### src/rtl/ahb_slave_mem_interface_if.sv
// AHB-lite bus bundle between a master and the word-addressed memory slave.
// The slave modport receives address/control/write data and returns the response.
interface ahb_slave_mem_interface_if;
    logic        hsel;
    logic [31:0] haddr;
    logic        hwrite;
    logic [1:0]  htrans;
    logic [31:0] hwdata;
    logic [31:0] hrdata;
    logic        hready;
    logic [1:0]  hresp;

    modport master (
        output hsel, haddr, hwrite, htrans, hwdata,
        input  hrdata, hready, hresp
    );

    modport slave (
        input  hsel, haddr, hwrite, htrans, hwdata,
        output hrdata, hready, hresp
    );
endinterface

### src/rtl/ahb_slave_mem_interface.sv
// AHB-lite slave backed by a small word memory, with a fixed number of wait
// states per OKAY transfer and the two-cycle ERROR response for bad addresses.
module ahb_slave_mem_interface #(
    parameter int DEPTH       = 16,
    parameter int WAIT_STATES = 1
) (
    input logic                        hclk,
    input logic                        hreset,
    ahb_slave_mem_interface_if.slave   bus
);

    localparam int         IDX_W     = $clog2(DEPTH);
    localparam logic [3:0] WAIT_LOAD = (WAIT_STATES > 0) ? 4'(WAIT_STATES - 1) : 4'd0;

    typedef enum logic [2:0] {
        S_IDLE,
        S_WAIT,
        S_ACCESS,
        S_ERR1,
        S_ERR2
    } state_t;

    state_t             state_q, state_d;
    logic [3:0]         wait_cnt_q, wait_cnt_d;
    logic [IDX_W-1:0]   idx_q, idx_d;
    logic               write_q, write_d;
    logic [31:0]        mem_q [DEPTH];

    logic               mem_we;
    logic               can_accept;
    logic               valid_trans;
    logic               accept;
    logic               addr_err;
    logic               rsp_ready;
    logic [1:0]         rsp_resp;
    logic [31:0]        rsp_rdata;

    // Only states that drive hready high can open a new address phase.
    assign can_accept  = (state_q == S_IDLE) || (state_q == S_ACCESS) || (state_q == S_ERR2);
    assign valid_trans = (bus.htrans == 2'b10) || (bus.htrans == 2'b11);
    assign accept      = can_accept && bus.hsel && valid_trans;
    assign addr_err    = (bus.haddr[1:0] != 2'b00) || (bus.haddr[31:2] >= 30'(DEPTH));

    always_comb begin
        state_d    = state_q;
        wait_cnt_d = wait_cnt_q;
        idx_d      = idx_q;
        write_d    = write_q;
        mem_we     = 1'b0;
        rsp_ready  = 1'b1;
        rsp_resp   = 2'b00;
        rsp_rdata  = '0;

        case (state_q)
            S_WAIT: begin
                rsp_ready = 1'b0;
                if (wait_cnt_q == 4'd0) begin
                    state_d = S_ACCESS;
                end else begin
                    wait_cnt_d = wait_cnt_q - 4'd1;
                end
            end
            S_ACCESS: begin
                if (write_q) begin
                    mem_we = 1'b1;
                end else begin
                    rsp_rdata = mem_q[idx_q];
                end
            end
            S_ERR1: begin
                rsp_ready = 1'b0;
                rsp_resp  = 2'b01;
                state_d   = S_ERR2;
            end
            S_ERR2: begin
                rsp_resp = 2'b01;
            end
            default: begin
            end
        endcase

        // A pipelined address phase overrides the default return to idle.
        if (can_accept) begin
            if (accept) begin
                idx_d      = bus.haddr[IDX_W+1:2];
                write_d    = bus.hwrite;
                wait_cnt_d = WAIT_LOAD;
                if (addr_err) begin
                    state_d = S_ERR1;
                end else if (WAIT_STATES > 0) begin
                    state_d = S_WAIT;
                end else begin
                    state_d = S_ACCESS;
                end
            end else begin
                state_d = S_IDLE;
            end
        end
    end

    always_ff @(posedge hclk) begin
        if (hreset) begin
            state_q    <= S_IDLE;
            wait_cnt_q <= 4'd0;
            idx_q      <= '0;
            write_q    <= 1'b0;
            for (int i = 0; i < DEPTH; i++) begin
                mem_q[i] <= '0;
            end
        end else begin
            state_q    <= state_d;
            wait_cnt_q <= wait_cnt_d;
            idx_q      <= idx_d;
            write_q    <= write_d;
            if (mem_we) begin
                mem_q[idx_q] <= bus.hwdata;
            end
        end
    end

    assign bus.hready = rsp_ready;
    assign bus.hresp  = rsp_resp;
    assign bus.hrdata = rsp_rdata;

endmodule
### src/flat_wrapper.sv
// flat-port wrapper written by rule: the top's interface ports become plain ports
module ahb_slave_mem_interface_flat 
#(
    parameter int DEPTH       = 16,
    parameter int WAIT_STATES = 1
)
  (hclk, hreset, bus_hsel, bus_haddr, bus_hwrite, bus_htrans, bus_hwdata, bus_hrdata, bus_hready, bus_hresp);
  ahb_slave_mem_interface_if bus_i ();
  input logic hclk;
  input logic hreset;
  input wire logic [$bits(bus_i.hsel)-1:0] bus_hsel;
  input wire logic [$bits(bus_i.haddr)-1:0] bus_haddr;
  input wire logic [$bits(bus_i.hwrite)-1:0] bus_hwrite;
  input wire logic [$bits(bus_i.htrans)-1:0] bus_htrans;
  input wire logic [$bits(bus_i.hwdata)-1:0] bus_hwdata;
  output wire logic [$bits(bus_i.hrdata)-1:0] bus_hrdata;
  output wire logic [$bits(bus_i.hready)-1:0] bus_hready;
  output wire logic [$bits(bus_i.hresp)-1:0] bus_hresp;
  assign bus_i.hsel = bus_hsel;
  assign bus_i.haddr = bus_haddr;
  assign bus_i.hwrite = bus_hwrite;
  assign bus_i.htrans = bus_htrans;
  assign bus_i.hwdata = bus_hwdata;
  assign bus_hrdata = bus_i.hrdata;
  assign bus_hready = bus_i.hready;
  assign bus_hresp = bus_i.hresp;
  ahb_slave_mem_interface #(.DEPTH(DEPTH), .WAIT_STATES(WAIT_STATES)) u_core (.hclk(hclk), .hreset(hreset), .bus(bus_i));
endmodule
### config.mk
export PLATFORM = sky130hd
export DESIGN_NAME = ahb_slave_mem_interface_flat
export DESIGN_NICKNAME = d
export VERILOG_FILES = /design/src/rtl/ahb_slave_mem_interface_if.sv /design/src/rtl/ahb_slave_mem_interface.sv /design/src/flat_wrapper.sv
export SDC_FILE = /design/constraint.sdc
export NUM_CORES = 1
export LEC_CHECK = 0
export ABC_CLOCK_PERIOD_IN_PS = 4800
export BUFFER_PORTS_ARGS = -buffer_cell sky130_fd_sc_hd__buf_2
export CORE_ASPECT_RATIO = 0.8
export CORE_MARGIN = 4
export CORE_UTILIZATION = 30
export CTS_BUF_LIST = sky130_fd_sc_hd__clkbuf_8 sky130_fd_sc_hd__clkbuf_16
export DETAILED_ROUTE_END_ITERATION = 10
export GPL_TIMING_DRIVEN = 0
export PLACE_DENSITY_LB_ADDON = 0.05
export SYNTH_ARGS = -nofsm -noshare
export SYNTH_HDL_FRONTEND = slang
export SYNTH_SLANG_ARGS = --single-unit
### constraint.sdc
create_clock -name hclk -period 4.8 [get_ports hclk]
set_input_delay 0.72 -clock hclk [delete_from_list [all_inputs] [get_ports hclk]]
set_output_delay 0.72 -clock hclk [all_outputs]
set_load 0.05 [all_outputs]
# Word level (Yosys, flattened, before mapping)
# Memory sizes are Yosys's and may differ from the RTL's. A register that Yosys moved wholly into a read port is not among the register bits.
# Index checks and enable logic that the tools add are counted.
# totals
reg_bits,12
ramBits,512
in_bits,70
elab_cells,54
n_memories,1
# mem_list
name,words,word_bits,rd,rd_ports_with_merged_regs,wr,line_no,source
u_core.mem_q,16,32,1,1,16,ahb_slave_mem_interface.sv:27,logic [31:0] mem_q [DEPTH];
# classes
n_addsub,1
n_lt_le_gt_ge,1
n_eq_ne,7
n_mux,25
reduce_logical,15
# ops
cell,n
2-to-1 mux 32 bit,3
OR reduction 32 bit,1
"greater-or-equal comparator 30 x 5 -> 1 bit, second input constant",1
2-to-1 mux 4 bit,7
2-to-1 mux 1 bit,10
"equality test 3 x 2 -> 1 bit, second input constant",2
2-to-1 mux 3 bit,2
one-hot mux 3 bit (2 select lines),1
"equality test 2 bit, second input constant",2
zero test 4 bit,1
logical OR 1 bit,4
2-to-1 mux 2 bit,2
AND reduction 2 bit,2
OR reduction 2 bit,2
"subtractor 4 x 1 -> 4 bit, second input constant",1
"equality test 3 x 1 -> 1 bit, second input constant",1
"equality test 3 bit, second input constant",1
zero test 3 bit,1
"!= test 3 x 1 -> 1 bit, second input constant",1
nonzero test 3 bit,1
logical AND 1 bit,2
nonzero test 2 bit,1

# Depth between registers and ports, before layout
# logic_depth
depth_word,8
mapped_depth,7
depth_no_buf,6

# Worst setup path after synthesis
# Ideal clock, no wire load.
# synth_path
kind,register -> output
start,register with a tool-made name
end,output port bus_hrdata[10]
arrival_time_ns,1.939
required_time_ns,4.080
slack_ns,2.141
path_stages_with_launch,6
path_buffers,2
path_cell_list,dfxtp_1 > clkbuf_1 > clkbuf_1 > mux4_2 > a22o_1 > a221o_1
# synth_lines
item,line_no,source
"end, declared",flat_wrapper.sv:16,output wire logic [$bits(bus_i.hrdata)-1:0] bus_hrdata;

==> out/results.tsv <==
metric	value	unit
routed_via_density	4.84	
grt.total_usage	17.9	%
drv_cap	0	
setup_viol	0	
max-vdd-ir-drop	0.000257	V
final_cells	2705	
cts_inserted_buffers	57	
seq_area_frac_synth	66.0	%
start_util	30.2	%
min_period	4.52	ns
grt_max_degree	33	
power_frac_clock	41.6	%
grt_overflow	0	
dpl.hpwl	47.2	mm
cp-end-kind	output port	
rsz0062_at_grt	no	
synthesis.area	0.0238	sq mm
pwr-share-comb	6.0	%
drcViolationCount	0	
hold_slack	0.341	ns
root_buffer	clkbuf_16	
synth_edf_count	512	
grt_pass1_wl	106	mm
seq_power_share	52.4	%
fp.dieH	260	um
syn_inst	1465	
crit_required	4.08	ns
drt-initial-drc-count	1073	
slew_viol_final	0	
cts.sinks	528	
worst_slew_pin_slew	1.32	ns
dr_total_vias	13100	
dp.cells	2601	
netSwitchingFraction	23.1	%
status	finished, final reports clean	
critPathMaxFanout	10	
finalSetupTns	0	ns
arrival	3.80	ns
syn_nets	1536	
htree_levels	2	
clk_pin_slew_worst_paths	0.06	ns
first_pass_iters	5	
grt_antenna_before_repair	3	
cpPeakStageDelay	0.81	ns
die_x	323	um
ys_warn_count	0	
total_power	10.0	mW
ctsResizeCount	0	
async_flop_share	0	%
clockBufferDepth	3	
nets	1697	
dp_slack	0.865	ns
crit_path_frequent_cell	clkbuf_1	
crit_path_cell_trace	clkbuf_1 -> clkbuf_1 -> mux4_2 -> a22o_1 -> a221o_1 -> buf_2	
fmax	0.221	GHz
synth_seq_cells	528	
worst_hold_path_type	input port to register	
internal-power	7.69	mW
portBuffers	102	
synth_ff_type	edfxtp_1	
ant_nets	0	
cts_tree	built	
finalCritPeriodShare	94.2	%
switchingPower	2.31	mW
synth_area_per_cell	16.2	sq um
die_area	0.0838	sq mm
fin_worst_skew	0.0120	ns
cts_hold_buf	0	
finalHoldViolations	0	
ys_types	44	
worstSkewPairLatency	0.63	ns
pin_count	105	
maxSlewHeadroom	12.0	%
area_growth	14.8	%
globalplace.congestion	0.723	
wl	74.0	mm
grt_pass1_vias	14000	
p_per_area	367	mW/mm^2
worstSetupPathType	register to output port	
cp-start-kind	register	
core	0.0786	sq mm
layout_setup_ws	0.280	ns
rows	92	
crit_path_top_delay_cell	clkbuf_1	
leakage	9.84	nW
postCtsSetupRepairBufs	0	
wl_per_cell	27.4	um
drive_above_1_share	24.1	%
## cell usage after synthesis (2+ instances only)
cell      instances  area (sq um)
inv_1             4          15.0
a22o_1           32           280
dfxtp_1          16           320
nand2_1           7          26.3
mux2i_1           6          60.1
or2_2            16           100
nand2b_1          2          12.5
mux4_2          128          2880
nor4_4            3          63.8
clkbuf_1         68           255
nor3_1            3          15.0
o21ai_0           4          20.0
buf_6             5          56.3
nor2_1           10          37.5
buf_2            40           200
clkbuf_2         13          65.1
edfxtp_1        512         15400
a221o_1          32           320
and2_1          512          3200
nor4_1            8          50.1
nor3b_1           2          15.0
nor3_2           12           120
a21oi_1           4          20.0
buf_4             6          45.0
## flip-flops by register name, indices dropped and copies added (netlist names), named ones only
name,cells
u_core.idx_q,4
u_core.mem_q,512
u_core.state_q,3
u_core.wait_cnt_q,4
u_core.write_q,1
## metrics by stage
stage / instance area, sq um / util (%)
floorplan: 23800 / -
global placement: 25600 / 32.5
detailed placement: 25600 / 32.5
CTS: 27300 / 34.7
global route: 27300 / 34.7
finish: 27300 / 34.7
## critical path: cells and delay by family (launching register included)
family	cells	cell delay (ns)
compound gates	2	0.66
mux	1	0.42
buf+inv	3	1.76
flops	1	0.33
## cell type report
type	count	area, sq um
inverter	5	18.8
clock buffer	59	1480
tap	1034	1290
sequential	528	15700
timing repair buffer	102	510
antenna	3	7.51
multi-input combinational	800	7430
clock inverter	42	226
fill	7553	51300
buffer	132	622
## power groups by stage
stage / combinational, mW / sequential, mW / clock, mW
after global placement: 0.621 / 5.33 / 0
final: 0.603 / 5.24 / 4.16
after CTS: 0.625 / 5.24 / 4.28
after floorplan: 0.364 / 5.31 / 0
after detailed placement: 0.623 / 5.34 / 0
after global routing: 0.652 / 5.25 / 4.47
## layer usage
layer	GRT usage [%]	share of wire [%]	vias up	routed length, um
met5	0	0	-	0
met4	3.89	1.6	0	1200
met3	2.67	3.8	85	2780
met2	27.5	45	243	33200
met1	26.9	50	6947	36800
li1	-	-	5827	-
## cells by family after synthesis
| family | Yosys count | synth area share [%] |
|---|---|---|
| compound gates | 75 | 2.80 |
| xor+xnor | 1 | 0.0369 |
| fa+ha+maj | 1 | 0.0526 |
| buf+inv | 137 | 2.70 |
| flops | 528 | 66.0 |
| mux | 134 | 12.4 |
| other cells | 1 | 0.0158 |
| simple gates | 588 | 16.0 |
## final timing paths
path                        startpoint                   end  slack (ns)  cells past startpoint
hold / removal              bus_hwrite        u_core.write_q        0.34                      3
setup / recovery              register        bus_hrdata[11]        0.28                      6
hold reg to reg   u_core.wait_cnt_q[1]  u_core.wait_cnt_q[1]        0.52                      2
setup reg to reg     u_core.state_q[1]   u_core.mem_q[3][18]        1.47                      5
## cells in the final DEF (no fill, tap or decap), types with 2 or more instances in the layout
cell         n
nor3_1       3
or2_2       16
nor3b_1      2
nor2_1      10
nor4_4       3
o21ai_0      4
mux4_2     128
nand2_1      7
mux2i_1      6
nor4_1       8
a221o_1     32
and2_1     512
clkbuf_1    68
bufinv_16    2
buf_6        5
diode_2      3
nor3_2      12
dfxtp_1     16
clkinv_1    19
buf_4        6
clkinv_2     6
nand2b_1     2
a21oi_1      4
edfxtp_1   512
clkbuf_16   59
clkbuf_2    13
a22o_1      32
inv_1       17
buf_2      142
(Power assumes the default switching activity.)
